## src/rtl/prescaled_counter_pkg.sv

```systemverilog
`default_nettype none
// +-------------------------------------------------------------------+
// | prescaled_counter_pkg: shared field addresses and control bits    |
// | Revision: 1.0                                                     |
// +-------------------------------------------------------------------+
package prescaled_counter_pkg;

  typedef enum logic [1:0] {
    FIELD_COUNT    = 2'd0,
    FIELD_PRESCALE = 2'd1,
    FIELD_COMPARE  = 2'd2,
    FIELD_CONTROL  = 2'd3
  } field_e;

  localparam int CTL_DIR = 0;
  localparam int CTL_SAT = 1;

endpackage
`default_nettype wire

```

## src/rtl/prescaled_counter_channel.sv

```systemverilog
`default_nettype none
// +-------------------------------------------------------------------+
// | prescaled_counter_channel: one prescaled up/down counter channel  |
// | Revision: 1.0                                                     |
// +-------------------------------------------------------------------+
module prescaled_counter_channel
  import prescaled_counter_pkg::*;
#(
  parameter int COUNT_WIDTH              = 16,
  parameter int PRESCALE_WIDTH           = 8,
  parameter int DEFAULT_CYCLES_PER_COUNT = 8
) (
  input  logic                   clk,
  input  logic                   rst,
  input  logic                   i_enable,
  input  logic                   i_write,
  input  logic [1:0]             i_waddr,
  input  logic [COUNT_WIDTH-1:0] i_wdata,
  output logic [COUNT_WIDTH-1:0] o_count,
  output logic                   o_match,
  output logic                   o_wrap
);

  localparam logic [PRESCALE_WIDTH-1:0] c_DEF_PER  = PRESCALE_WIDTH'(DEFAULT_CYCLES_PER_COUNT - 1);
  localparam logic [PRESCALE_WIDTH-1:0] c_PC_ONE   = PRESCALE_WIDTH'(1);
  localparam logic [COUNT_WIDTH-1:0]    c_CNT_ONE  = COUNT_WIDTH'(1);
  localparam logic [COUNT_WIDTH-1:0]    c_CNT_ONES = '1;

  logic [PRESCALE_WIDTH-1:0] r_pc;
  logic [PRESCALE_WIDTH-1:0] r_per;
  logic [COUNT_WIDTH-1:0]    r_count;
  logic [COUNT_WIDTH-1:0]    r_cmp;
  logic [1:0]                r_ctl;
  logic                      r_match;
  logic                      r_wrap;

  logic [COUNT_WIDTH-1:0]    w_next;
  logic                      w_wrap;

  // Value the counter takes if this cycle ticks; saturation holds at the rail.
  always_comb begin
    w_next = r_count;
    w_wrap = 1'b0;
    if (r_ctl[CTL_DIR]) begin
      if (r_count == '0) begin
        if (!r_ctl[CTL_SAT]) begin
          w_next = c_CNT_ONES;
          w_wrap = 1'b1;
        end
      end else begin
        w_next = r_count - c_CNT_ONE;
      end
    end else begin
      if (r_count == c_CNT_ONES) begin
        if (!r_ctl[CTL_SAT]) begin
          w_next = '0;
          w_wrap = 1'b1;
        end
      end else begin
        w_next = r_count + c_CNT_ONE;
      end
    end
  end

  always_ff @(posedge clk) begin
    if (rst) begin
      r_pc    <= '0;
      r_per   <= c_DEF_PER;
      r_count <= '0;
      r_cmp   <= '1;
      r_ctl   <= 2'b00;
      r_match <= 1'b0;
      r_wrap  <= 1'b0;
    end else begin
      r_match <= 1'b0;
      r_wrap  <= 1'b0;
      if (i_write) begin
        case (field_e'(i_waddr))
          FIELD_COUNT:    r_count <= i_wdata;
          FIELD_PRESCALE: begin
            r_per <= i_wdata[PRESCALE_WIDTH-1:0];
            r_pc  <= '0;
          end
          FIELD_COMPARE:  r_cmp <= i_wdata;
          FIELD_CONTROL:  r_ctl <= i_wdata[1:0];
          default:        r_ctl <= r_ctl;
        endcase
      end else if (i_enable) begin
        if (r_pc == r_per) begin
          r_pc    <= '0;
          r_count <= w_next;
          r_match <= (w_next == r_cmp);
          r_wrap  <= w_wrap;
        end else begin
          r_pc <= r_pc + c_PC_ONE;
        end
      end
    end
  end

  assign o_count = r_count;
  assign o_match = r_match;
  assign o_wrap  = r_wrap;

endmodule
`default_nettype wire

```

## src/rtl/prescaled_counter_bank.sv

```systemverilog
`default_nettype none
// +-------------------------------------------------------------------+
// | prescaled_counter_bank: bank of independent prescaled counters    |
// | Revision: 1.0                                                     |
// +-------------------------------------------------------------------+
module prescaled_counter_bank
  import prescaled_counter_pkg::*;
#(
  parameter int NUM_CHANNELS             = 4,
  parameter int COUNT_WIDTH              = 16,
  parameter int PRESCALE_WIDTH           = 8,
  parameter int DEFAULT_CYCLES_PER_COUNT = 8
) (
  input  logic                                                 clock_i,
  input  logic                                                 reset_i,
  input  logic [NUM_CHANNELS-1:0]                              enable_i,
  input  logic                                                 write_i,
  input  logic [((NUM_CHANNELS > 1) ? $clog2(NUM_CHANNELS) : 1)-1:0] wsel_i,
  input  logic [1:0]                                           waddr_i,
  input  logic [COUNT_WIDTH-1:0]                               wdata_i,
  output logic [NUM_CHANNELS*COUNT_WIDTH-1:0]                  count_o,
  output logic [NUM_CHANNELS-1:0]                              match_o,
  output logic [NUM_CHANNELS-1:0]                              wrap_o
);

  localparam int c_SEL_W = (NUM_CHANNELS > 1) ? $clog2(NUM_CHANNELS) : 1;

  logic [NUM_CHANNELS-1:0] w_wr;

  // Selects with no matching channel (>= NUM_CHANNELS) simply decode to no strobe.
  for (genvar c = 0; c < NUM_CHANNELS; c++) begin : g_chan
    localparam logic [c_SEL_W-1:0] c_SEL = c_SEL_W'(c);

    assign w_wr[c] = write_i && (wsel_i == c_SEL);

    prescaled_counter_channel #(
      .COUNT_WIDTH              (COUNT_WIDTH),
      .PRESCALE_WIDTH           (PRESCALE_WIDTH),
      .DEFAULT_CYCLES_PER_COUNT (DEFAULT_CYCLES_PER_COUNT)
    ) u_chan (
      .clk      (clock_i),
      .rst      (reset_i),
      .i_enable (enable_i[c]),
      .i_write  (w_wr[c]),
      .i_waddr  (waddr_i),
      .i_wdata  (wdata_i),
      .o_count  (count_o[c*COUNT_WIDTH +: COUNT_WIDTH]),
      .o_match  (match_o[c]),
      .o_wrap   (wrap_o[c])
    );
  end

endmodule
`default_nettype wire
```

## config.mk

```make
export PLATFORM = sky130hd
export DESIGN_NAME = prescaled_counter_bank
export DESIGN_NICKNAME = d
export VERILOG_FILES = /design/src/rtl/prescaled_counter_pkg.sv /design/src/rtl/prescaled_counter_channel.sv /design/src/rtl/prescaled_counter_bank.sv
export SDC_FILE = /design/constraint.sdc
export NUM_CORES = 1
export LEC_CHECK = 0
export ABC_AREA = 1
export BUFFER_PORTS_ARGS = -buffer_cell sky130_fd_sc_hd__clkbuf_2
export CAP_MARGIN = 20
export CORE_MARGIN = 8
export CORE_UTILIZATION = 41
export CTS_BUF_LIST = sky130_fd_sc_hd__clkbuf_4 sky130_fd_sc_hd__clkbuf_8
export DETAILED_ROUTE_END_ITERATION = 12
export GPL_ROUTABILITY_DRIVEN = 0
export GPL_TIMING_DRIVEN = 0
export SLEW_MARGIN = 20
export SYNTH_ARGS = -nofsm -noshare
export SYNTH_HDL_FRONTEND = slang
export SYNTH_SLANG_ARGS = --single-unit
```

## constraint.sdc

```tcl
create_clock -name clock_i -period 3 [get_ports clock_i]
set_clock_uncertainty 0.05 [all_clocks]
set_input_delay 0.15 -clock clock_i [delete_from_list [all_inputs] [get_ports clock_i]]
set_output_delay 0.15 -clock clock_i [all_outputs]
set_load 0.03 [all_outputs]
```

## After elaboration in Yosys (flattened, before gate mapping)

Index checks and enable logic that the tools add are counted.

| cells by class | value |
|---|---|
| add/subtract/negate cells | 12 |
| equality and inequality tests | 26 |
| multiplexer cells | 62 |
| bitwise logic cells | 8 |
| reductions and logical operators | 42 |

Operators by type and width:

| kind | number |
|---|---|
| 16-bit two-way mux | 33 |
| 8-bit two-way mux | 13 |
| 16-bit by 1-bit adder with 16-bit output (second input constant) | 4 |
| 16-bit == test | 4 |
| 16-bit == test (second input constant) | 4 |
| 16-bit logical NOT | 4 |
| 16-bit by 1-bit subtractor with 16-bit output (second input constant) | 4 |
| 8-bit by 1-bit adder with 8-bit output (second input constant) | 4 |
| 8-bit == test | 4 |
| 2-bit AND reduction | 16 |
| 1-bit two-way mux | 16 |
| 2-bit inequality test (second input constant) | 8 |
| 2-bit nonzero test | 8 |
| 4-bit OR reduction | 4 |
| 3-bit AND reduction | 4 |
| 2-bit == test (second input constant) | 4 |
| 1-bit inverter | 8 |
| 2-bit by 1-bit == test with 1-bit output (second input constant) | 2 |
| 1-bit logical AND | 4 |
| 2-bit logical NOT | 2 |

| word-level totals | value |
|---|---|
| bits in registers | 208 |
| bits of input ports | 27 |
| output and inout port bits | 72 |
| logic and storage cells | 178 |

## Depth between registers and ports, before layout

| logic depth | value |
|---|---|
| depth in word-level cells | 6 |
| depth in mapped cells | 19 |
| gate-level depth less buffers | 18 |

## Modules after synthesis

A second synthesis with hierarchy kept.

| second synthesis, totals | value |
|---|---|
| cells, all modules | 2672 |
| area total of the unflattened synthesis | 16097.9 um2 |

Modules (own cells, without submodules):

| module | instances | cells each | area an instance (um2) | sequential area each (um2) |
|---|---|---|---|---|
| prescaled_counter_channel at g_chan[0].u_chan ... | 2 | 678 | 4117.7 | 1041.0 |
| prescaled_counter_channel at g_chan[2].u_chan ... | 2 | 654 | 3916.3 | 1041.0 |
| prescaled_counter_bank | 1 | 8 | 30.0 | 0.0 |

## Worst setup path after synthesis

OpenSTA, ideal clock, no wires.

| timing path | value |
|---|---|
| path kind | register to register |
| start | reg g_chan[3].u_chan.r_count[0] |
| end | reg g_chan[3].u_chan.r_match |
| library setup time | 0.111 ns |
| arrival | 2.110 ns |
| data required time | 2.839 ns |
| path slack | 0.729 ns |
| stages on the path, launching flop included | 14 |
| buffers on the path | 0 |
| clock period less this slack | 2.271 ns |
| cells stage by stage | dfxtp_1 clkinv_1 ha_1 nand3_1 nor2_1 nand2_1 nand2_1 inv_1 nor2_1 o21ai_0 nand2_1 xor2_1 nand3_1 nor2_1 |

| between the ends | value |
|---|---|
| cells in the longest elaborated chain, start to end | 4 |
| elaborated cells on any way between the ends | 10 |
| those cells by class | 2 x add/sub; 2 x eq/ne; 5 x mux; 1 x reduce/logical |

Ends and longest elaborated chain:

| what | RTL line | RTL |
|---|---|---|
| start, declared | prescaled_counter_channel.sv:31 | `logic [COUNT_WIDTH-1:0] r_count;` |
| start signal, assigned | prescaled_counter_channel.sv:79 | `FIELD_COUNT: r_count <= i_wdata;` |
| start signal, assigned | prescaled_counter_channel.sv:91 | `r_count <= w_next;` |
| 16-bit by 1-bit adder with 16-bit output (tied with other cells) | prescaled_counter_channel.sv:60 | `w_next = r_count + c_CNT_ONE;` |
| 16-bit two-way mux, on equally long branches | prescaled_counter_channel.sv:54, prescaled_counter_channel.sv:45 |  |
| 16-bit two-way mux * | prescaled_counter_channel.sv:44 | `if (r_ctl[CTL_DIR]) begin` |
| 16-bit == test * | prescaled_counter_channel.sv:92 | `r_match <= (w_next == r_cmp);` |
| end signal, assigned | prescaled_counter_channel.sv:92 |  |
| end, declared | prescaled_counter_channel.sv:34 | `logic r_match;` |

Every way passes the cells marked *; elsewhere a longest branch is shown, timed or not.
A chain may end at the register's enable or synchronous reset.

## Final worst setup path

| timing path | value |
|---|---|
| start | reg g_chan[3].u_chan.r_count[1] |
| end | reg g_chan[3].u_chan.r_match |

The elaborated chain is that of the path after synthesis.

==> results.sh <==
export IMPL_ys_types=45
export IMPL_worstHoldPathType="in2reg"
export IMPL_num_antenna_cells=0
export IMPL_io_pins=99
export IMPL_crit_fanout=10
export IMPL_syn_area_um2=15300
export IMPL_post_route_min_period_ns=2.68
export IMPL_cpMostUsedCell="nand2_1"
export IMPL_yosys_area_top_type="dfxtp_1"
export IMPL_synth_top_cell_area_share=0.272
export IMPL_numCtsBuffers=40
export IMPL_postCtsSetupRepairBufs=0
export IMPL_max_freq_mhz=373
export IMPL_dieWidth_um=209
export IMPL_postRouteAntennaNets=0
export IMPL_vias=18100
export IMPL_status="complete, no violations"
export IMPL_cp_top_family="simple AND/OR/NAND/NOR gates"
export IMPL_dp_cells=3162
export IMPL_synthTopCellsByCount="nand2_1, nor2_1, nand3_1"
export IMPL_crit_chain="ha_1 -> nand3_1 -> inv_1 -> nand2_1 -> nor2_2 -> buf_2 -> o21ai_0 -> nand2_1 -> nand2_1 -> nand2_1 -> nand2_1 -> nand2_1 -> nand3_1 -> nor2_1 -> nand3_1 -> nor2_1"
export IMPL_layout_nets=2786
export IMPL_yosys_warnings=0
export IMPL_max_cap_viol_count=0
export IMPL_critPathMaxStageDelay_ns=0.43
export IMPL_overflow=0
export IMPL_yosys_register_bits=208
export IMPL_design_core_area_um2=37200
export IMPL_clock_sinks=208
export IMPL_rows=71
export IMPL_async_reset_ff_frac=0
export IMPL_synth_edff_count=0
export IMPL_drc=0
export IMPL_wl_per_cell_um=18.4
export IMPL_dpl_cell_area_um2=16400
export IMPL_critPathKind="reg2reg"
export IMPL_dieHeight_um=209
export IMPL_firstDrtPassIters=7
export IMPL_fin_crit_sh=0.895
export IMPL_die_area_um2=43800
export IMPL_first_global_vias=16700
export IMPL_finalHoldViolations=0
export IMPL_p_per_area_nw_per_um2=413
export IMPL_p_leak_nw=8.30
export IMPL_syn_area_per_cell_um2=5.90
export IMPL_syn_to_final_growth_pct=13.2
export IMPL_final_cells=3248
export IMPL_synth_ff_type="dfxtp_1"
export IMPL_clkTransAtPathRegs_ns=0.06
export IMPL_wl_um=59800
export IMPL_cts_htree_levels=2
export IMPL_cp_end_kind="register"
export IMPL_worstPathArrival_ns=3.08
export IMPL_syn_num_nets=2639
export IMPL_drt_iter0_drc=1841
export IMPL_ctsRootBufferMaster="clkbuf_8"
export IMPL_crit_buf_inv=2
export IMPL_grt_usage=0.262
export IMPL_vias_per_cell=5.56
export IMPL_rsz0062_at_grt="no"
export IMPL_holdWs_ns=0.0533
export IMPL_antenna_found_initial=0
export IMPL_fin_setup_tns_ns=0
export IMPL_required_ns=3.40
export IMPL_dp_hpwl_um=45000
export IMPL_ir_worst_vdd_mv=0.195
export IMPL_drv_slew=0
export IMPL_port_buffers=92
export IMPL_grt_max_degree=11
export IMPL_initial_core_util=0.412
export IMPL_design_area_um2=17400
export IMPL_cts_tree="done"
export IMPL_cts_path_max_buffers=3
export IMPL_synth_most_common_cell="nand2_1"
export IMPL_final_util=0.466
export IMPL_synthTopCellsByArea="dfxtp_1, nand2_1, nand3_1"
export IMPL_clk_latency_ns=0.58
export IMPL_netlist_instances=2596
export IMPL_worst_pin_slew_ns=0.954
export IMPL_cp_slowest_cell="dfxtp_2"
export IMPL_drive_gt1_frac=0.102
export IMPL_setup_violations=0
export IMPL_startpoint_type="register"
export IMPL_max_slew_margin=0.364
export IMPL_grt_pass1_wl_um=92800
export IMPL_yosysSeqAreaShare=0.272
[report_power, final]
part           switching [mW]  internal (mW)
logic                   0.924          0.368
clock network            1.36           1.62
registers              0.0605           2.82
[worst min-delay path, cell delays in order]
cell and delay (ns):
clkbuf_2 0.20, nand2_1 0.15, o211ai_1 0.08
[path summary, 6_finish.rpt]
kind	from	end	slack, ns	cells past startpoint
worst max-delay path	g_chan[3].u_chan.o_count[1]	g_chan[3].u_chan.o_match	0.32	16
worst min-delay path	wdata_i[8]	g_chan[3].u_chan.r_cmp[8]	0.05	3
worst max register to register	g_chan[3].u_chan.o_count[1]	g_chan[3].u_chan.o_match	0.32	16
worst min register to register	g_chan[3].u_chan.r_per[7]	g_chan[3].u_chan.r_per[7]	0.43	2
[sequential cells by signal, indices dropped and copies added, names as in the netlist]
name / cells
g_chan.u_chan.o_count: 64
g_chan.u_chan.o_match: 4
g_chan.u_chan.r_cmp: 64
g_chan.u_chan.r_per: 32
g_chan.u_chan.r_ctl: 8
g_chan.u_chan.r_pc: 32
g_chan.u_chan.o_wrap: 4
[cell usage in the layout, fill, tap and decap left out, types with 15 or more instances in the layout]
| cell type | count |
|---|---|
| xor2_1 | 43 |
| nand3_1 | 248 |
| nor3_1 | 23 |
| nor2_2 | 17 |
| o211ai_1 | 45 |
| o221ai_1 | 32 |
| clkbuf_8 | 51 |
| clkbuf_1 | 62 |
| buf_2 | 30 |
| dfxtp_1 | 205 |
| nand2_1 | 888 |
| xnor2_1 | 15 |
| buf_4 | 16 |
| nand4_1 | 34 |
| a21oi_1 | 63 |
| o21ai_0 | 140 |
| clkbuf_2 | 101 |
| ha_1 | 16 |
| a211oi_1 | 19 |
| nand3b_1 | 32 |
| a31oi_1 | 59 |
| o21ai_1 | 15 |
| inv_1 | 233 |
| nor2_1 | 273 |
[kinds of logic (layout without fill, tap and decap cells)]
| group | count (synthesis) | count (layout) | share of synthesized area |
|---|---|---|---|
| AND/OR/NAND/NOR | 1549 | 1549 | 0.428 |
| XOR/XNOR | 58 | 58 | 0.0331 |
| buffers and inverters | 377 | 555 | 0.102 |
| AO/OA/AOI/OAI | 388 | 388 | 0.153 |
| adder cells (fa/ha/maj) | 16 | 16 | 0.0131 |
| flip-flops | 208 | 208 | 0.272 |
[metal layers]
metal / track usage / up-vias / share of wire
met5: 0 / - / 0
met4: 0.106 / 0 / 0.035
met3: 0.0388 / 134 / 0.081
met2: 0.433 / 839 / 0.46
met1: 0.339 / 8297 / 0.43
li1: - / 8797 / -
[cell type report]
cell class / count / area (um2)
timing repair buffer: 105 / 591
tap: 474 / 593
fill: 3998 / 19900
inverter: 248 / 931
clock buffer: 57 / 747
clock inverter: 16 / 92.6
buffer: 129 / 631
multi-input combinational: 2011 / 9600
sequential: 208 / 4170
[stage by stage]
step	total power [mW]	worst slack (ns)
floorplan	3.80	0.729
finish	7.16	0.316
detailed placement	4.19	0.289
global route	7.46	0.0481
CTS	7.17	0.254
global placement	4.17	0.280
[repair_timing]
action	CTS	global route
endpoints found under the setup margin	0	2
resized for setup	0	3
hold endpoints to repair	27	0
hold buffers	13	0
No activity file was read; power rests on OpenSTA's default activity.
